File: src/rtl/seg_scan_decoder.sv
// seg_scan_decoder: recovers 4-digit frames from a multiplexed 7-segment scan
module seg_scan_decoder #(
  parameter int STABLE_CYCLES = 4,
  parameter int TIMEOUT = 1024,
  parameter bit SEG_ACTIVE_LOW = 1'b0
) (
  input  logic       clk,
  input  logic       rst,
  input  logic [3:0] csn,
  input  logic [6:0] abcdefg,
  output logic [3:0] single_digit,
  output logic [3:0] ten_digit,
  output logic [3:0] hundred_digit,
  output logic [3:0] kilo_digit,
  output logic [3:0] digit_blank,
  output logic       frame_valid,
  output logic       seg_err,
  output logic       link_active
);
  localparam int CW = $clog2(STABLE_CYCLES + 1);
  localparam int TW = $clog2(TIMEOUT + 1);
  localparam logic [CW-1:0] SMAX = CW'(STABLE_CYCLES);
  localparam logic [TW-1:0] TMAX = TW'(TIMEOUT);
  typedef enum logic [1:0] {IDLE, FILTER, HOLD} state_t;
  state_t state, state_nx;
  logic [3:0] csn_m, csn_s, sel, seen, seen_nx, blank_sh, blank_nx, dec_digit;
  logic [6:0] seg_m, seg_s;
  logic [10:0] cur, prev;
  logic [CW-1:0] cnt, cnt_nx;
  logic [TW-1:0] tcnt;
  logic [3:0][3:0] sh, sh_nx;
  logic [1:0] pos;
  logic sel_ok, same, cap, good, dec_ok, dec_blank;
  assign cur = {csn_s, SEG_ACTIVE_LOW ? ~seg_s : seg_s};
  assign sel = ~csn_s;
  assign sel_ok = (sel != 4'd0) && ((sel & (sel - 4'd1)) == 4'd0);
  assign same = cur == prev;
  assign pos = !csn_s[0] ? 2'd0 : !csn_s[1] ? 2'd1 : !csn_s[2] ? 2'd2 : 2'd3;
  assign good = cap && dec_ok;
  always_comb begin
    state_nx = state;
    cnt_nx = cnt;
    cap = 1'b0;
    if (state == IDLE || !same) begin
      state_nx = sel_ok ? FILTER : IDLE;
      cnt_nx = sel_ok ? CW'(1) : '0;
    end else if (state == FILTER) begin
      cnt_nx = cnt + 1'b1;
      cap = cnt_nx == SMAX;
      state_nx = cap ? HOLD : FILTER;
    end
  end
  always_comb begin
    dec_ok = 1'b1;
    dec_blank = 1'b0;
    dec_digit = 4'd0;
    case (cur[6:0])
      7'h7E: dec_digit = 4'd0;
      7'h30: dec_digit = 4'd1;
      7'h6D: dec_digit = 4'd2;
      7'h79: dec_digit = 4'd3;
      7'h33: dec_digit = 4'd4;
      7'h5B: dec_digit = 4'd5;
      7'h5F: dec_digit = 4'd6;
      7'h70: dec_digit = 4'd7;
      7'h7F: dec_digit = 4'd8;
      7'h7B: dec_digit = 4'd9;
      7'h00: dec_blank = 1'b1;
      default: dec_ok = 1'b0;
    endcase
  end
  always_comb begin
    sh_nx = sh;
    blank_nx = blank_sh;
    seen_nx = seen;
    if (good) begin
      sh_nx[pos] = dec_digit;
      blank_nx[pos] = dec_blank;
      seen_nx[pos] = 1'b1;
    end
  end
  always_ff @(posedge clk or posedge rst) begin
    if (rst) begin
      csn_m <= '0;
      csn_s <= '0;
      seg_m <= '0;
      seg_s <= '0;
      prev <= '0;
      state <= IDLE;
      cnt <= '0;
      tcnt <= '0;
      seen <= '0;
      sh <= '0;
      blank_sh <= '0;
      single_digit <= '0;
      ten_digit <= '0;
      hundred_digit <= '0;
      kilo_digit <= '0;
      digit_blank <= '0;
      frame_valid <= 1'b0;
      seg_err <= 1'b0;
      link_active <= 1'b0;
    end else begin
      csn_m <= csn;
      csn_s <= csn_m;
      seg_m <= abcdefg;
      seg_s <= seg_m;
      prev <= cur;
      state <= state_nx;
      cnt <= cnt_nx;
      sh <= sh_nx;
      blank_sh <= blank_nx;
      seg_err <= cap && !dec_ok;
      frame_valid <= 1'b0;
      tcnt <= good ? '0 : (tcnt == TMAX ? tcnt : tcnt + 1'b1);
      if (seen == 4'hF) begin
        single_digit <= sh_nx[0];
        ten_digit <= sh_nx[1];
        hundred_digit <= sh_nx[2];
        kilo_digit <= sh_nx[3];
        digit_blank <= blank_nx;
        frame_valid <= 1'b1;
        seen <= '0;
        link_active <= 1'b1;
      end else if (!good && tcnt == TMAX) begin
        seen <= '0;
        link_active <= 1'b0;
      end else begin
        seen <= seen_nx;
      end
    end
  end
endmodule

File: config.mk
export PLATFORM = sky130hd
export DESIGN_NAME = seg_scan_decoder
export DESIGN_NICKNAME = d
export VERILOG_FILES = /design/src/rtl/seg_scan_decoder.sv
export SDC_FILE = /design/constraint.sdc
export NUM_CORES = 1
export LEC_CHECK = 0
export CAP_MARGIN = 20
export CORE_UTILIZATION = 50
export CTS_CLUSTER_DIAMETER = 150
export DETAILED_ROUTE_END_ITERATION = 10
export PLACE_DENSITY = 0.81
export RECOVER_POWER = 25
export SLEW_MARGIN = 20
export SYNTH_ARGS = -nofsm -noshare
export SYNTH_HDL_FRONTEND = slang
export SYNTH_SLANG_ARGS = --single-unit
File: constraint.sdc
create_clock -name clk -period 10.8 [get_ports clk]
set_clock_uncertainty 0.15 [all_clocks]
set_input_delay 3.24 -clock clk [delete_from_list [all_inputs] [get_ports clk]]
set_output_delay 3.24 -clock clk [all_outputs]
set_load 0.02 [all_outputs]
---- Yosys cells after proc, flatten, opt, wreduce, memory -nomap -nowiden ----
Cells that the tools add are included.
cells by class
  add/subtract/negate cells ............... 3
  multiplexer cells ....................... 31
  magnitude comparators ................... 2
  equality and inequality tests ........... 16
  reductions and logical operators ........ 17
  bitwise logic cells ..................... 3
operators by type and width
  operator                                                               count
  7-bit equality test, second input constant                             8
  4-bit one-hot mux with 9 select lines                                  1
  11-bit two-way mux                                                     2
  4-bit two-way mux                                                      5
  16-bit bitwise mux                                                     1
  16-bit two-way mux                                                     1
  7-bit by 6-bit equality test with 1-bit output, second input constant  2
  11-bit by 1-bit adder with 11-bit output, second input constant        1
  11-bit equality test                                                   1
  11-bit equality test, second input constant                            1
  1-bit two-way mux                                                      11
  11-bit OR reduction                                                    1
  2-bit two-way mux                                                      5
  4-bit demux with 2-bit select                                          1
  7-bit zero test                                                        1
  3-bit two-way mux                                                      2
  1-bit logical AND                                                      5
  4-bit bitwise AND                                                      1
  4-bit bitwise mux                                                      1
  4-bit equality test, second input constant                             1
  4-bit zero test                                                        1
  4-bit NOT                                                              1
  4-bit OR                                                               1
  2-bit nonzero test                                                     2
  13 further kinds                                                       15
word-level totals
  logic and storage cells ................. 94
  flip-flop bits (word level) ............. 96
  input port bits ......................... 13
  output and inout port bits .............. 23

---- Longest topological paths before layout ----
Gate-level depths: netlist of the first run.
  depth after elaboration ................. 11
  mapped depth ............................ 8
  gate-level depth less buffers ........... 7

---- Least setup slack after synthesis of the first run ----
No wires, ideal clock.
  kind .................................... reg2out
  from .................................... reg digit_blank[0]
  to ...................................... out digit_blank[0]
  required time ........................... 7.410 ns
  stages on the path, launching flop included .. 1
  setup slack ............................. 6.985 ns
  buffers on the path ..................... 0
  arrival ................................. 0.425 ns
  cell sequence ........................... dfrtp_1
RTL lines
  item                    line  RTL
  start, declared         15    output logic [3:0] digit_blank,
  start signal, assigned  121   digit_blank <= blank_nx;
No word-level cell between the ends.

==> results of run 1 <==
## worst max-delay path: stages (launching register included)
cell and delay (ns):
dfrtp_1 0.59, xnor2_1 0.17, nand4_1 0.24, nor4_1 1.94, o211ai_1 0.80, mux2_4 0.52, mux2_4 0.25
## layout by cell type, fill, tap and decap left out, types with 5 or more instances in the layout
master            n
a21oi_1          11
a31oi_1          11
clkbuf_8         11
clkdlybuf4s50_1  35
dfrtp_1          96
inv_1            12
nand2_1          39
nand3_1          13
nor2_1           32
o21ai_0          10
xnor2_1          16
xor2_1            5
## synth_stat cells, types with 2 or more instances
master,number,share of area
dfrtp_1,96,0.60
nand2_1,39,0.037
nor2_1,32,0.030
xnor2_1,16,0.035
inv_1,13,0.012
nand3_1,13,0.016
a21oi_1,11,0.014
a31oi_1,11,0.017
o21ai_0,10,0.013
mux2_4,6,0.023
clkbuf_1,5,0.0047
xor2_1,5,0.011
buf_2,4,0.0050
buf_6,4,0.011
ha_1,4,0.013
mux2_2,4,0.011
nand4_1,4,0.0063
o31ai_1,4,0.0075
a2bb2oi_1,3,0.0066
and3_1,3,0.0047
nand2b_1,3,0.0047
nand4b_1,3,0.0066
nor4_1,3,0.0047
and2_1,2,0.0031
buf_4,2,0.0038
mux2i_1,2,0.0050
nor2b_1,2,0.0031
nor3_1,2,0.0025
nor4b_1,2,0.0044
o211ai_2,2,0.0063
o211ai_4,2,0.011
o32ai_1,2,0.0044
or2_2,2,0.0031
or3_1,2,0.0031
## area by class of cell
cell class,count,area (µm²)
clock buffer,12,155.1
clock inverter,4,76.32
fill,623,3162
inverter,13,50.05
multi-input combinational,212,1393
sequential,96,2402
tap,102,127.6
timing repair buffer,36,361.6
## flip-flops by register name (all words and copies together), names as in the netlist
signal,cells
state,2
kilo_digit,4
ten_digit,4
seg_err,1
digit_blank,4
link_active,1
csn_s,4
sh,16
hundred_digit,4
seg_s,7
frame_valid,1
seg_m,7
csn_m,4
single_digit,4
prev,11
seen,4
cnt,3
blank_sh,4
tcnt,11
## how the worst max path moves through the flow
stage / endpoint / slack [ns] / depth (start not counted) / from
2_1_floorplan: blank_sh[0]$_DFF_PP0_ / 4.90 / 1 / rst
3_3_place_gp: seg_err$_DFF_PP0_ / 5.88 / 3 / rst
3_5_place_dp: digit_blank[0]$_DFFE_PP0P_ / 5.86 / 3 / rst
4_1_cts: single_digit[0] / 6.04 / 1 / single_digit[0]$_DFFE_PP0P_
5_1_grt: ten_digit[1]$_DFFE_PP0P_ / 5.68 / 6 / seg_s[4]$_DFF_PP0_
6_report: ten_digit[1]$_DFFE_PP0P_ / 6.03 / 6 / csn_s[1]$_DFF_PP0_
## metrics by stage
step,hold WS (ns),utilization,worst slack (ns),total power (W),std cells
4_1_cts,0.2035,0.5946,6.042,0.0006686,475
3_3_place_gp,0.1818,0.5646,5.881,0.0004078,459
3_5_place_dp,0.1847,0.5646,5.856,0.0004092,459
5_1_grt,0.2176,0.5908,5.683,0.0006866,475
6_report,0.2020,0.5908,6.030,0.0006603,475
2_1_floorplan,0.1812,-,4.905,0.0004006,337
## power by group through the flow
stage,Combinational [W],Sequential [W],Clock [W]
after floorplan,0.0000244,0.000376,0
after global placement,0.0000275,0.000380,0
after detailed placement,0.0000283,0.000381,0
after CTS,0.0000285,0.000374,0.000266
after global routing,0.0000309,0.000375,0.000281
final,0.0000275,0.000374,0.000259
## per-layer routing
layer / wire, µm / up-vias / global-route usage
li1: - / 1227 / -
met1: 3177 / 1270 / 0.2547
met2: 3467 / 53 / 0.3150
met3: 252 / 13 / 0.03769
met4: 142 / 0 / 0.08862
met5: 0 / - / 0
## logic make-up (layout without fill, tap and decap cells)
kind of cell | Yosys count | count (layout) | synth area share
buffers and inverters | 29 | 65 | 0.03835
DFF | 96 | 96 | 0.6036
xor gates and xnor gates | 21 | 21 | 0.04621
muxes | 12 | 12 | 0.03898
adders and majority gates | 4 | 4 | 0.01258
AOI/OAI and AO/OA | 56 | 56 | 0.1075
and+or+nand+nor | 119 | 119 | 0.1528
==> summary.md, run 1 <==
| Metric | Value |
|---|---|
| R2R Path End | ten_digit[1]$_DFFE_PP0P_ |
| Kind of end point of the critical path | flop |
| Worst-Skew Late Latency | 0.36 ns |
| Syn Area/Cell | 11.81 µm² |
| Setup Buffers After CTS | 0 |
| Critical Path RT | 10.90 ns |
| Initial antenna violation count | 0 |
| Combinational Power Share | 0.042 |
| I/O pins | 36 |
| Worst vdd ir | 83.25 µV |
| Nets@finish | 385 |
| Iteration-0 DRC Markers | 133 |
| Vias in the first global route | 2,606 |
| CTS tree | yes |
| Sequential Power Share | 0.566 |
| Power per cell area | 144.6 mW/mm² |
| GR Util All Layers | 0.1943 |
| Failing checks | capacitance limit, slew limit |
| Num Clock Sinks | 96 |
| Least-Margin Pin Slew | 2.430 ns |
| Yosys cell types | 53 |
| Status | finished with violations |
| Seq/Total Area, Yosys | 0.6036 |
| Number of I/O port buffers | 35 |
| H-tree Lvls | 3 |
| Fin. max-slew vios | 14 |
| Post-synth EDFFs | 0 |
| Cell count after synthesis | 337 |
| CTS max path bufs | 2 |
| Grt total ovfl | 0 |
| Worst Setup Path Type | reg -> reg |
| Worst R2R Path Depth | 6 |
| Synth async-reset ratio | 1.000 |
| Layout cell share with drive strength beyond 1 | 0.09383 |
| Diode count | 0 |
| Cts hold-fix bufs | 0 |
| Ys flop type | dfrtp_1 |
| Hold Crit Endpoint | seg_s[3]$_DFF_PP0_ |
| Rel. slew slack | -0.6350 |
| Total negative setup slack | 0 ns |
| Vias per inst | 5.396 |
| Rows | 32 |
| Hold Path Stages | 0 |
| DIE AREA | 0.008321 mm² |
| Die Ht | 91.22 µm |
| Ys Warns | 0 |
| Hold Startpoint | seg_m[3]$_DFF_PP0_ |
| Hold WC Path Type | reg -> reg |
| WL/cell | 14.82 µm |
| Max-cap viol count | 1 |
| Drt drc | 0 |
| Antenna violation net count after detailed routing | 0 |
| Core box area | 0.007727 mm² |
| First-pass DRT Iterations | 4 |
| Endpoints failing setup | 0 |
| Clock transition at path regs | 0.09 ns |
| Dpl cell area | 0.004363 mm² |
| CP Data Arrival Time | 4.87 ns |
| Hold Fails Final Rpt | 0 |
| DR vias | 2,563 |
| Pint | 0.0005214 W |
| Largest net degree at the start of global routing | 88 |
| Fmax | 209.6 MHz |
| Final GP Congestion | 0.8288 |
| Die width | 91.22 µm |
| WL final | 7.040 mm |
| Final period utilization | 0.4417 |
| Root Driver | clkbuf_8 |
| Detailed Place HPWL | 4.724 mm |
| Worst r2r src | csn_s[1]$_DFF_PP0_ |
| Switching share of total power | 0.2102 |
| RSZ-0062 raised after global routing | no |
| Clk pwr share | 0.392 |
| Post-cts resize count | 0 |
| Worst reg-to-reg setup slack | 6.03 ns |
| Leakage | 2.079 nW |
| P&R area growth vs syn | 14.71% |
| Cell area after synthesis | 0.003980 mm² |
| Syn nets | 354 |
| First-pass GRT wire length | 12.49 mm |
| Initial core utilization | 0.5151 |
| Fin crit period | 4.770 ns |
| CP Launch Type | flop |
| FF+latch count, synth | 96 |
| Sw Pwr | 0.0001388 W |
| Worst-path fanout max | 13 |
| Final instance area | 0.004566 mm² |
| CTS buffer count | 9 |
(Power assumes the default switching activity.)
==> run 2, diff against run 1 <==
--- a/config.mk
+++ b/config.mk
@@ -9,7 +9,7 @@
 export CORE_UTILIZATION = 50
 export CTS_CLUSTER_DIAMETER = 150
 export DETAILED_ROUTE_END_ITERATION = 10
-export PLACE_DENSITY = 0.81
+export PLACE_DENSITY = 0.84
 export RECOVER_POWER = 25
 export SLEW_MARGIN = 20
 export SYNTH_ARGS = -nofsm -noshare
==> constraint.sdc (replaced) <==
create_clock -name clk -period 4 [get_ports clk]
set_clock_uncertainty 0.15 [all_clocks]
set_input_delay 1.2 -clock clk [delete_from_list [all_inputs] [get_ports clk]]
set_output_delay 1.2 -clock clk [all_outputs]
set_load 0.02 [all_outputs]
==> summary.md, run 2 (synthesis gave the netlist of run 1 again) <==
| Metric | Value |
|---|---|
| CTS max path bufs | 2 (unchanged) |
| Worst-path fanout max | 13 (unchanged) |
| Critical-path cell list | xnor2_1 > nand4_1 > nor4_4 > o211ai_2 > mux2_4 > mux2_4 |
| Diode count | 0 (unchanged) |
| Hold WC Path Type | reg -> reg |
| Post-cts resize count | 0 (unchanged) |
| Num Clock Sinks | 96 (unchanged) |
| Fill count | 620 (-0.48%) |
| First-pass DRT Iterations | 4 (unchanged) |
| Worst vdd ir | 159.9 µV (+92%) |
| GR Util All Layers | 0.1917 (-0.002632) |
| Initial antenna violation count | 0 (unchanged) |
| Cts hold-fix bufs | 0 (unchanged) |
| Reg with most FFs | sh |
| Detailed Place HPWL | 5.093 mm (+7.8%) |
| First-pass GRT wire length | 12.26 mm (-1.8%) |
| H-tree Lvls | 3 (unchanged) |
| CTS buffer count | 9 (unchanged) |
| R2R Path End | hundred_digit[1]$_DFFE_PP0P_ |
| Worst Setup Path Type | reg -> reg |
| Leakage | 2.096 nW (+0.81%) |
| Die width | 91.22 µm (unchanged) |
| Switching share of total power | 0.2446 (+0.03440) |
| DIE AREA | 0.008321 mm² (unchanged) |
| Final GP Congestion | 0.8222 (-0.80%) |
| # placed instances | 461 (+0.44%) |
| Die Ht | 91.22 µm (unchanged) |
| Max FFs per register | 16 (unchanged) |
| I/O pins | 36 (unchanged) |
| Total negative setup slack | 0 ns (unchanged) |
| Final std cells w/o fill | 477 (+0.42%) |
| Antenna violation net count after detailed routing | 0 (unchanged) |
| Nets@finish | 387 (+0.52%) |
| WL/cell | 15.11 µm (+1.9%) |
| Combinational Power Share | 0.045 (+0.003) |
| RSZ-0062 raised after global routing | no |
| CTS tree | yes |
| Endpoints failing setup | 0 (unchanged) |
| Pint | 0.001270 W (+140%) |
| WL final | 7.206 mm (+2.4%) |
| Most frequent cells in the layout | 96 x dfrtp_1, 39 x nand2_1, 32 x nor2_1 |
| Fin crit period | 3.101 ns (-1.670 ns) |
| DR vias | 2,605 (+1.6%) |
| Rel. slew slack | -0.05763 (+0.5774) |
| Hold Startpoint | seg_m[5]$_DFF_PP0_ |
| CP Data Arrival Time | 3.21 ns (-1.66 ns) |
| Rows | 32 (unchanged) |
| Fmax | 322.5 MHz (+54%) |
| Drt drc | 0 (unchanged) |
| Hold Path Stages | 0 (unchanged) |
| Crit-path slowest cell | nor4_4 |
| Setup Buffers After CTS | 0 (unchanged) |
| Most common cell after layout, fill and taps aside | dfrtp_1 |
| Critical Path RT | 4.11 ns (-6.79 ns) |
| Number of I/O port buffers | 35 (unchanged) |
| CP Launch Type | flop |
| Clk pwr share | 0.354 (-0.038) |
| Worst r2r src | seg_s[4]$_DFF_PP0_ |
| Final period utilization | 0.7752 (+0.3335) |
| Vias per inst | 5.461 (+1.2%) |
| Sw Pwr | 0.0004112 W (+200%) |
| Hold Crit Endpoint | seg_s[5]$_DFF_PP0_ |
| Sequential Power Share | 0.600 (+0.034) |
| Fin. max-slew vios | 40 (+26) |
| Hold Fails Final Rpt | 0 (unchanged) |
| P&R area growth vs syn | 14.74% (about the same) |
| Layout cell share with drive strength beyond 1 | 0.1147 (+0.02083) |
| Worst reg-to-reg setup slack | 0.90 ns (-5.13 ns) |
| Vias in the first global route | 2,533 (-2.8%) |
| Largest stage delay on the critical path | 0.82 ns (-1.12 ns) |
| Root Driver | clkbuf_8 |
| WP buf/inv | 0 (unchanged) |
| Power per cell area | 368.1 mW/mm² (+150%) |
| Worst-Skew Late Latency | 0.36 ns (about the same) |
| Initial core utilization | 0.5151 (unchanged) |
| Iteration-0 DRC Markers | 257 (+93%) |
| Failing checks | capacitance limit, slew limit |
| Kind of end point of the critical path | flop |
| Grt total ovfl | 0 (unchanged) |
| Status | finished with violations |
| Least-Margin Pin Slew | 1.578 ns (-0.8524 ns) |
| Max-cap viol count | 1 (unchanged) |
| Clock transition at path regs | 0.10 ns (about the same) |
| Top Registers | sh: 16 flops, prev: 11 flops, tcnt: 11 flops |
| Delay-heaviest family, CP | simple AND/OR/NAND/NOR gates |
| Worst R2R Path Depth | 6 (unchanged) |
| Core box area | 0.007727 mm² (unchanged) |
| Cell mode on critical path | mux2_4 |
| Largest net degree at the start of global routing | 40 (-55%) |
-- run 2: through the flow --
step           hold slack (ns)    util  setup slack, ns  total power, W  instance area, µm²
3_5_place_dp            0.1847  0.5665           0.9183        0.001107                4378
6_report                0.2039  0.5910           0.8991        0.001681                4567
3_3_place_gp            0.1835  0.5665            1.141        0.001103                4378
4_1_cts                 0.2063  0.5910           0.9436        0.001698                4567
2_1_floorplan           0.1812       -           0.1446        0.001082                3980
5_1_grt                 0.2111  0.5910           0.7614        0.001739                4567
-- run 2: cell type report --
cell class                 count  area [µm²]  area share
tap                          102       127.6     0.02795
clock buffer                  10       137.6     0.03014
clock inverter                 6       51.30     0.01123
sequential                    96        2402      0.5260
inverter                      13       50.05     0.01096
multi-input combinational    212        1425      0.3121
timing repair buffer          38       372.9     0.08164
-- run 2: power groups by stage --
stage          clock, W  combinational (W)  sequential [W]
2_1_floorplan         0          0.0000660         0.00102
3_3_place_gp          0          0.0000771         0.00103
3_5_place_dp          0          0.0000793         0.00103
4_1_cts        0.000610          0.0000800         0.00101
5_1_grt        0.000642          0.0000852         0.00101
6_report       0.000596          0.0000764         0.00101
-- run 2: worst max path at each step --
stage	end	slack (ns)	cells after the start	start
global placement	ten_digit[1]$_DFFE_PP0P_	1.14	6	seg_s[2]$_DFF_PP0_
detailed placement	hundred_digit[1]$_DFFE_PP0P_	0.92	6	seg_s[4]$_DFF_PP0_
CTS	hundred_digit[1]$_DFFE_PP0P_	0.94	6	seg_s[4]$_DFF_PP0_
floorplan	blank_sh[0]$_DFF_PP0_	0.14	1	rst
finish	hundred_digit[1]$_DFFE_PP0P_	0.90	6	seg_s[4]$_DFF_PP0_
global route	seen[1]$_DFFE_PP0P_	0.76	6	seg_s[4]$_DFF_PP0_
-- run 2: metal layers --
metal  GRT usage  routed length [µm]
met5           0                   0
met4      0.1071                 195
met3     0.03853                 409
met2      0.2860                3310
met1      0.2639                3291
